## config.mk

```make
export PLATFORM = sky130hd
export DESIGN_NAME = lcd_frame_arbiter
export DESIGN_NICKNAME = d
export VERILOG_FILES = /design/src/rtl/lcd_frame_arbiter.sv
export SDC_FILE = /design/constraint.sdc
export NUM_CORES = 1
export LEC_CHECK = 0
export ABC_AREA = 1
export CAP_MARGIN = 5
export CORE_ASPECT_RATIO = 0.8
export CORE_MARGIN = 2
export CORE_UTILIZATION = 40
export CTS_CLUSTER_SIZE = 24
export DETAILED_ROUTE_END_ITERATION = 12
export GPL_TIMING_DRIVEN = 0
export PLACE_DENSITY_LB_ADDON = 0.25
export SLEW_MARGIN = 20
export SYNTH_ARGS = -nofsm -noshare
export SYNTH_HDL_FRONTEND = slang
export SYNTH_SLANG_ARGS = --single-unit
```

## constraint.sdc

```tcl
create_clock -name clk -period 4.68 [get_ports clk]
set_input_delay 1.404 -clock clk [delete_from_list [all_inputs] [get_ports clk]]
set_output_delay 1.404 -clock clk [all_outputs]
set_load 0.05 [all_outputs]
```

## src/rtl/lcd_frame_arbiter.sv

```systemverilog
// Frame-aligned arbiter sharing the spi_lcd pixel port between N_SRC sources; ownership moves only at start of frame.
// Optional forced rotation of long-held owners is enabled by defining LCD_ARB_STARVE_EN.
module lcd_frame_arbiter #(
  parameter int          N_SRC       = 4,
  parameter int          LCD_W       = 132,
  parameter int          LCD_H       = 162,
  parameter int          MIN_HOLD    = 2,
  parameter int          MAX_HOLD    = 30,
  parameter logic [15:0] BLANK_COLOR = 16'h0000,
  localparam int         IDW         = (N_SRC > 1) ? $clog2(N_SRC) : 1
) (
  input  logic               clk,
  input  logic               rst_n,
  input  logic [7:0]         ram_addr_x_i,
  input  logic [7:0]         ram_addr_y_i,
  input  logic [N_SRC-1:0]   req_i,
  input  logic [16*N_SRC-1:0] src_data_i,
  output logic [N_SRC-1:0]   grant_o,
  output logic [IDW-1:0]     owner_id_o,
  output logic               owner_valid_o,
  output logic               switch_pulse_o,
  output logic               sof_pulse_o,
  output logic [15:0]        ram_data_o
);

  typedef enum logic {FREE, OWNED} state_e;

  localparam logic [7:0] MIN_HOLD_C = 8'(MIN_HOLD);
  localparam logic [7:0] MAX_HOLD_C = 8'(MAX_HOLD);
`ifdef LCD_ARB_STARVE_EN
  localparam bit STARVE_EN = 1'b1;
`else
  localparam bit STARVE_EN = 1'b0;
`endif
  // An 8-bit address cannot describe a larger panel; such a build never sees a frame start.
  localparam bit GEOM_OK = (LCD_W <= 256) && (LCD_H <= 256);

  state_e             state_q, state_d;
  logic [IDW-1:0]     owner_q, owner_d;
  logic [7:0]         hold_q, hold_d;
  logic [N_SRC-1:0]   grant_q, grant_d;
  logic               switch_q, switch_d;
  logic               sof_q;
  logic               at_origin_q;

  logic               at_origin, sof;
  logic               any_req, owner_req, other_req, lower_req, rot_found;
  logic [IDW-1:0]     lowest_idx, rot_idx, cand_idx;

  assign at_origin = GEOM_OK && (ram_addr_x_i == 8'd0) && (ram_addr_y_i == 8'd0);
  assign sof       = at_origin & ~at_origin_q;

  always_comb begin
    any_req    = |req_i;
    lowest_idx = '0;
    for (int i = N_SRC - 1; i >= 0; i--) begin
      if (req_i[i]) lowest_idx = IDW'(i);
    end
    owner_req = 1'b0;
    other_req = 1'b0;
    lower_req = 1'b0;
    for (int i = 0; i < N_SRC; i++) begin
      if (IDW'(i) == owner_q) owner_req = req_i[i];
      else if (req_i[i])      other_req = 1'b1;
      if (req_i[i] && (IDW'(i) < owner_q)) lower_req = 1'b1;
    end
    // Round-robin search starts just above the current owner and wraps.
    rot_idx   = owner_q;
    rot_found = 1'b0;
    cand_idx  = '0;
    for (int k = 1; k < N_SRC; k++) begin
      cand_idx = IDW'((int'(owner_q) + k) % N_SRC);
      if (!rot_found && req_i[cand_idx]) begin
        rot_idx   = cand_idx;
        rot_found = 1'b1;
      end
    end
  end

  always_comb begin
    state_d = state_q;
    owner_d = owner_q;
    hold_d  = hold_q;
    if (sof) begin
      case (state_q)
        FREE: begin
          if (any_req) begin
            state_d = OWNED;
            owner_d = lowest_idx;
            hold_d  = 8'd0;
          end
        end
        OWNED: begin
          if (STARVE_EN && (hold_q >= MAX_HOLD_C) && other_req) begin
            owner_d = rot_idx;
            hold_d  = 8'd0;
          end else if (!owner_req) begin
            hold_d = 8'd0;
            if (any_req) owner_d = lowest_idx;
            else         state_d = FREE;
          end else if (lower_req && (hold_q >= MIN_HOLD_C)) begin
            owner_d = lowest_idx;
            hold_d  = 8'd0;
          end else if (hold_q != 8'hFF) begin
            hold_d = hold_q + 8'd1;
          end
        end
        default: state_d = FREE;
      endcase
    end
    switch_d = sof && ((state_d != state_q) || (owner_d != owner_q));
    grant_d  = '0;
    for (int i = 0; i < N_SRC; i++) begin
      grant_d[i] = (state_d == OWNED) && (owner_d == IDW'(i));
    end
  end

  always_ff @(posedge clk or negedge rst_n) begin
    if (!rst_n) begin
      state_q     <= FREE;
      owner_q     <= '0;
      hold_q      <= 8'd0;
      grant_q     <= '0;
      switch_q    <= 1'b0;
      sof_q       <= 1'b0;
      at_origin_q <= 1'b0;
    end else begin
      state_q     <= state_d;
      owner_q     <= owner_d;
      hold_q      <= hold_d;
      grant_q     <= grant_d;
      switch_q    <= switch_d;
      sof_q       <= sof;
      at_origin_q <= at_origin;
    end
  end

  always_comb begin
    ram_data_o = BLANK_COLOR;
    for (int i = 0; i < N_SRC; i++) begin
      if ((state_q == OWNED) && (owner_q == IDW'(i))) ram_data_o = src_data_i[16*i +: 16];
    end
  end

  assign grant_o        = grant_q;
  assign owner_id_o     = owner_q;
  assign owner_valid_o  = (state_q == OWNED);
  assign switch_pulse_o = switch_q;
  assign sof_pulse_o    = sof_q;

endmodule

```

* Word-level counts from Yosys, hierarchy flattened
Cells that the tools add are included.
W data, S select, Z words.
** Storage, ports and cells
- Flip-flop bits (word level) :: 18
- Logic and storage cells :: 82
** Cells by class
- $add $sub $neg :: 1
- Order comparisons :: 5
- Eq/ne operators :: 14
- Multiplexer cells :: 30
- Bitwise gates (word level) :: 3
- Reduce and logical (&&, ||, !) cells :: 22
** Operator list (number)
- $mux W16 :: 4
- $mux W8 :: 4
- $logic_not A8 Y1 :: 2
- $mux W2 :: 8
- $pmux W8 S2 :: 1
- $logic_and A1 B1 Y1 :: 15
- $mux W1 :: 11
- $add A8 B1 Y8 const B :: 1
- $eq A2 B2 Y1 const B :: 4
- $ge A8 B2 Y1 const B :: 1
- $ne A8 B8 Y1 const B :: 1
- $eq A2 B1 Y1 const B :: 2
- $eq A2 B2 Y1 const A :: 2
- $logic_not A2 Y1 :: 2
- $lt A1 B2 Y1 const A :: 2
- $lt A2 B2 Y1 const A :: 2
- $ne A4 B2 Y1 const B :: 1
- $pmux W2 S2 :: 1
- $reduce_or A4 Y1 :: 1
- $reduce_and A3 Y1 :: 1
- $eq A1 B2 Y1 const A :: 1
- $ne A2 B2 Y1 :: 1
- $ne A2 B2 Y1 const B :: 1
- $not A1 Y1 :: 2
- 4 further kinds :: 4

* Longest topological paths before layout
Gate-level depths: netlist (run 1).
- Word-level depth :: 14
- Gate-level depth with buffers :: 13

* Least setup slack after synthesis (run 1)
OpenSTA, ideal clock, no wires.
- Kind :: input -> output
- From :: in src_data_i[16]
- To :: out ram_data_o[0]
- Data arrival time :: 2263 ps
- Data required time :: 3276 ps
- Setup slack :: 1013 ps
- Stages :: 2
- Path buffers :: 0
- Cell sequence :: inv_1 o2111ai_1
** On the way
- Word-level cells in the longest chain between the ends :: 3
** RTL lines
- start, declared :: line 17 : input logic [16*N_SRC-1:0] src_data_i,
- $mux W16 (3 in series) :: line 141 : if ((state_q == OWNED) && (owner_q == IDW'(i))) ram_data_o = src_data_i[16*i +: 16];
- end, declared :: line 23 : output logic [15:0] ram_data_o
Every way passes these cells.

* Worst setup path after layout (run 1)
- From :: in src_data_i[24]
- To :: out ram_data_o[8]
The elaborated chain is that of the path after synthesis.

==> results of run 1 <==
[path summary, 6_finish.rpt]
kind / end / slack (ns) / cells after the start
max: ram_data_o[8] / 0.32 / 4
min: hold_q[7] / 0.55 / 2
max reg2reg: hold_q[7] / 2.94 / 12
min reg2reg: hold_q[7] / 0.55 / 2
max in group asynchronous: owner_id_o[0] / 2.58 / 1
min in group asynchronous: hold_q[6] / 1.61 / 1
[report_power, final]
part / leakage [uW] / internal (uW) / switching [uW]
clock network: 0.0000288 / 74.8 / 54.7
logic: 0.00101 / 67.3 / 25.0
registers: 0.000215 / 156 / 0.103
[cells by family (layout without fill, tap and decap cells)]
| kind of cell | after synthesis | count (layout) |
|---|---|---|
| DFF | 18 | 18 |
| xor gates and xnor gates | 2 | 2 |
| and+or+nand+nor | 164 | 164 |
| AOI/OAI and AO/OA | 32 | 32 |
| adders and majority gates | 2 | 2 |
| buffers and inverters | 52 | 166 |
[registers in the layout (all words and copies together) (netlist names)]
register,cells
hold_q,8
grant_o,4
owner_id_o,2
at_origin_q,1
owner_valid_o,1
sof_pulse_o,1
switch_pulse_o,1
[worst reg2reg max path, delay by kind of cell (launching register included)]
family	cells	cell delay, ns
adder cells (fa/ha/maj)	1	0.20
AND/OR/NAND/NOR	8	0.81
flip-flops	1	0.41
buffers and inverters	3	0.21
[cell usage after synthesis (all sizes together)]
cell type	instances	area (um2)
clkbuf	2	7.510
o21ai	10	61.31
a21boi	1	11.26
xor2	1	8.760
nand3b	2	15.01
ha	2	25.02
buf	6	41.28
a21oi	5	32.53
nand2	84	342.8
nand4	5	31.28
dfrtp	18	450.4
nor2	35	166.4
inv	44	167.7
xnor2	1	8.760
nand3	38	222.7
o2111ai	16	140.1
[cells in the final DEF, fill, tap and decap left out]
cell type,count
o21ai_1,3
nor2_1,29
a21oi_2,2
buf_1,1
ha_1,2
inv_4,1
inv_1,36
clkdlybuf4s50_1,110
nand3_1,33
xor2_1,1
nand2_1,77
o21ai_0,4
nand3_2,4
a21boi_2,1
nand2_2,5
a21oi_1,3
o2111ai_1,16
dfrtp_1,18
nor2_4,4
nand3b_1,2
nand2_4,2
buf_2,3
clkbuf_8,4
clkbuf_1,2
o21ai_2,3
nand3_4,1
inv_2,7
xnor2_1,1
nand4_1,5
nor2_2,2
buf_6,2
[routing by layer]
metal  vias up  part of all wire, %  GRT usage [%]
li1       1108                    -              -
met1       991                   46          32.71
met2        61                   48          40.73
met3         8                  5.4          4.046
met4         0                  1.1          2.679
met5         -                    0              0
[final cells by class]
| class | instances | share of cell area (%) |
|---|---|---|
| Tap cell | 57 | 2.409 |
| Buffer | 8 | 1.648 |
| Timing Repair Buffer | 110 | 37.19 |
| Inverter | 44 | 5.664 |
| Sequential cell | 18 | 15.22 |
| Clock buffer | 4 | 1.860 |
| Multi-Input combinational cell | 200 | 36.01 |
[stage by stage]
step	worst slack [ns]	cell area [um2]	cells	utilization [%]	power, uW
after global placement	0.3370	2905	437	69.54	249.4
after floorplan	1.013	1733	270	-	174.8
after CTS	0.3227	2960	441	70.86	380.2
after detailed placement	0.3295	2905	437	69.54	251.0
final	0.3208	2960	441	70.86	377.5
after global routing	0.2610	2960	441	70.86	394.7
==> flow_metrics.tcl, run 1 <==
set metrics [dict create \
    port_buffers 110 \
    synth-adder-area-share_pct 1.444 \
    layout.nets 473 \
    drc_errors 0 \
    insertion_delay_ns 0.26 \
    cp-start-kind "primary input" \
    grt_pass1_vias 2036 \
    fmax_mhz 229.4 \
    wire_per_inst_um 12.94 \
    post_cts_buffers 0 \
    maxCapViolCount 0 \
    tns_ns 0 \
    peakVddDrop_v 0.0001146 \
    synthesis.nets 358 \
    p_per_area_nw_per_um2 127.5 \
    root_buffer "clkbuf_8" \
    cts_hold_buf 0 \
    synth-simple-area-share_pct 44.91 \
    areaGrowthSynthToFinish_pct 70.83 \
    die_w_um 77.59 \
    cts.sinks 18 \
    maxSlewViolCount 0 \
    fp.coreArea_um2 4178 \
    grt.overflow.total 0 \
    ios 111 \
    crit_fanout 1 \
    synth_cell_types 29 \
    viasPerCell 4.916 \
    synth-seq-cells 18 \
    seq_area_um2 450.4 \
    r2r_start "hold_q[0]" \
    synthXorXnorAreaFrac_pct 1.011 \
    dieArea_um2 4878 \
    final_hold_viol_count 0 \
    path_clk_slew_ns 0.07 \
    syn_area_per_cell_um2 6.418 \
    initial_core_util_pct 41.48 \
    vias 2168 \
    startpoint "src_data_i[24]" \
    cts_made_buffers 3 \
    grt_max_degree 19 \
    drt_pass1_iterations 4 \
    clk_path_buf_depth 2 \
    drive_gt1_share_pct 10.68 \
    min_from "hold_q[7]" \
    clock_skew_ns 0.005636 \
    cts_tree "done" \
    n_fill_cell 365 \
    ys_seq_area_share_pct 25.99 \
    gp_congestion 0.8264 \
    crit_path_end_kind "output pin" \
    htreeDepth 1 \
    die_h_um 62.87 \
    synth_area_um2 1733 \
    leakagePower_uw 0.001254 \
    critPathRequiredTime_ns 3.28 \
    synth_top_family_by_area "simple AND/OR/NAND/NOR gates" \
    grt.total_usage_pct 23.94 \
    crit_top_cell "clkdlybuf4s50_1" \
    synth_compound_area_share_pct 14.15 \
    synthMuxAreaShare_pct 0 \
    antenna_left 0 \
    cts_resized 0 \
    max-slew-margin-rel_pct 46.81 \
    drt-total-wl_um 5708 \
    setup_viol 0 \
    path_cells "clkdlybuf4s50_1 -> inv_1 -> o2111ai_1 -> clkdlybuf4s50_1" \
    antenna_cells 0 \
    whs_ns 0.5541 \
    cpMaxStageDelayCell "clkdlybuf4s50_1" \
    worstMarginPinSlew_ns 0.7954 \
    critical_path_class "in -> out" \
    syn_inst 270 \
    crit_arrival_ns 2.96 \
    crit_family "buffers and inverters" \
    rsz0062_at_grt "false" \
    rows 21 \
    yosys_warnings 0 \
    hold_class "reg -> reg" \
    crit_path_max_incr_delay_ns 0.87 \
    period_share_pct 93.15 \
    status "finished, final reports clean" \
    post-route-min-period_ns 4.359 \
    drt-initial-drc-count 143 \
    grt_pass1_wl_um 9729 \
    antenna_found_initial 0 \
    crit_buf_inv 3 \
    dp_hpwl_um 4684 \
    multi_input_area_um2 1066 \
]
No activity file was read; power rests on OpenSTA's default activity.
==> run 2, diff against run 1 <==
--- a/config.mk
+++ b/config.mk
@@ -12,7 +12,6 @@
 export CORE_UTILIZATION = 40
 export CTS_CLUSTER_SIZE = 24
 export DETAILED_ROUTE_END_ITERATION = 12
-export GPL_TIMING_DRIVEN = 0
 export PLACE_DENSITY_LB_ADDON = 0.25
 export SLEW_MARGIN = 20
 export SYNTH_ARGS = -nofsm -noshare
==> run 2 against run 1 <==
Clock power about the same. Largest cell class unchanged. Wire length decreased by 0.91%. Power about the same. Critical path type unchanged. Maximum frequency about the same.
==> flow_metrics.tcl, run 2 (synthesis gave the netlist of run 1 again) <==
set metrics [dict create \
    seq_power_share_pct 41.2 \
    port_buffers 110 \
    dieArea_um2 4878 \
    drt-initial-drc-count 129 \
    final_common_cell "clkdlybuf4s50_1" \
    antenna_found_initial 0 \
    post-route-min-period_ns 4.360 \
    drc_errors 0 \
    cpMaxStageDelayCell "clkdlybuf4s50_1" \
    fin_ws_ns 0.3202 \
    post_cts_buffers 0 \
    crit_arrival_ns 2.96 \
    crit_path_end_kind "output pin" \
    peakVddDrop_v 0.0001294 \
    initial_core_util_pct 41.48 \
    fp.coreArea_um2 4178 \
    switchingPower_uw 80.01 \
    maxCapViolCount 0 \
    viasPerCell 4.842 \
    rows 21 \
    dp_hpwl_um 4519 \
    die_h_um 62.87 \
    maxSlewViolCount 0 \
    final_cell_mix "clkdlybuf4s50_1 (102), nand2_1 (77), inv_1 (36), nand3_1 (33), nor2_1 (29)" \
    critical_path_class "in -> out" \
    insertion_delay_ns 0.26 \
    gp_congestion 0.8385 \
    worstMarginPinSlew_ns 0.8093 \
    cp-start-kind "primary input" \
    wire_per_inst_um 12.97 \
    layout.nets 468 \
    p_int_uw 297.7 \
    whs_ns 0.5542 \
    p_per_area_nw_per_um2 129.6 \
    hold_class "reg -> reg" \
    crit_top_cell "clkdlybuf4s50_1" \
    setup_viol 0 \
    crit_path_max_incr_delay_ns 0.84 \
    grt_max_degree 25 \
    period_share_pct 93.16 \
    drt_pass1_iterations 4 \
    root_buffer "clkbuf_8" \
    status "finished, final reports clean" \
    fmax_mhz 229.4 \
    antenna_cells 0 \
    ios 111 \
    clock_skew_ns 0.001673 \
    crit_fanout 1 \
    cts_made_buffers 3 \
    rsz0062_at_grt "false" \
    swShare_pct 21.18 \
    htreeDepth 1 \
    drive_gt1_share_pct 12.40 \
    path_clk_slew_ns 0.07 \
    clk_path_buf_depth 2 \
    cts_hold_buf 0 \
    path_cells "clkdlybuf4s50_1 -> inv_1 -> o2111ai_1 -> clkdlybuf4s50_1" \
    vias 2111 \
    drt-total-wl_um 5656 \
    tns_ns 0 \
    leakagePower_uw 0.001253 \
    grt_pass1_vias 2022 \
    grt.overflow.total 0 \
    clkPwrFrac_pct 34.3 \
    grt_pass1_wl_um 9446 \
    die_w_um 77.59 \
    combPwrFrac_pct 24.5 \
    largest_reg_flops 8 \
    critPathRequiredTime_ns 3.28 \
    grt.total_usage_pct 23.28 \
    final_hold_viol_count 0 \
    power.total_uw 377.7 \
    antenna_left 0 \
    max-slew-margin-rel_pct 45.88 \
    cts.sinks 18 \
    utilization_pct 69.75 \
    areaGrowthSynthToFinish_pct 68.16 \
    cts_resized 0 \
    regMostFlops "hold_q" \
    pre_cts_ws_ns 0.3171 \
    cts_tree "done" \
]
run 2: cell count changes in the layout (fill, tap and decap cells not counted), sizes merged:
cell and change:
buf +5, clkbuf -2, clkdlybuf4s50 -8
run 2: power groups by stage:
stage	Combinational, uW	Sequential [uW]	Clock, uW
floorplan	16.0	159	0
global route	101	156	139
finish	92.6	156	129
global placement	90.5	159	0
CTS	93.0	156	130
detailed placement	92.5	159	0
run 2: stage by stage:
stage,instances,cell area [um2]
finish,436,2914
global route,436,2914
CTS,436,2914
detailed placement,432,2859
global placement,432,2859
floorplan,270,1733
run 2: area by class of cell:
cell class                 count  area, um2
sequential                    18      450.4
fill                         344       1264
clock buffer                   4      55.05
multi-input combinational    200       1066
tap                           57      71.32
timing repair buffer         113       1104
inverter                      44      167.7
run 2: layer usage:
layer	GRT usage, %	vias up	part of all wire (%)
li1	-	1097	-
met1	31.76	946	47
met2	38.79	62	47
met3	4.624	6	5.1
met4	3.348	0	1.1
met5	0	-	0
run 2: path summary, 6_finish.rpt:
| path | start | endpoint | slack (ns) | depth (start not counted) |
|---|---|---|---|---|
| setup / recovery | src_data_i[29] | ram_data_o[13] | 0.32 | 4 |
| min in group asynchronous | rst_n | hold_q[5] | 1.61 | 1 |
| hold reg to reg | hold_q[7] | hold_q[7] | 0.55 | 2 |
| max in group asynchronous | rst_n | grant_o[2] | 2.57 | 1 |
| setup reg to reg | owner_id_o[0] | hold_q[7] | 2.92 | 9 |
| hold / removal | hold_q[7] | hold_q[7] | 0.55 | 2 |
run 2: critical path: cells and delay by family:
kind,cells,cell delay [ns]
buffers and inverters,3,1.33
AOI/OAI and AO/OA,1,0.22
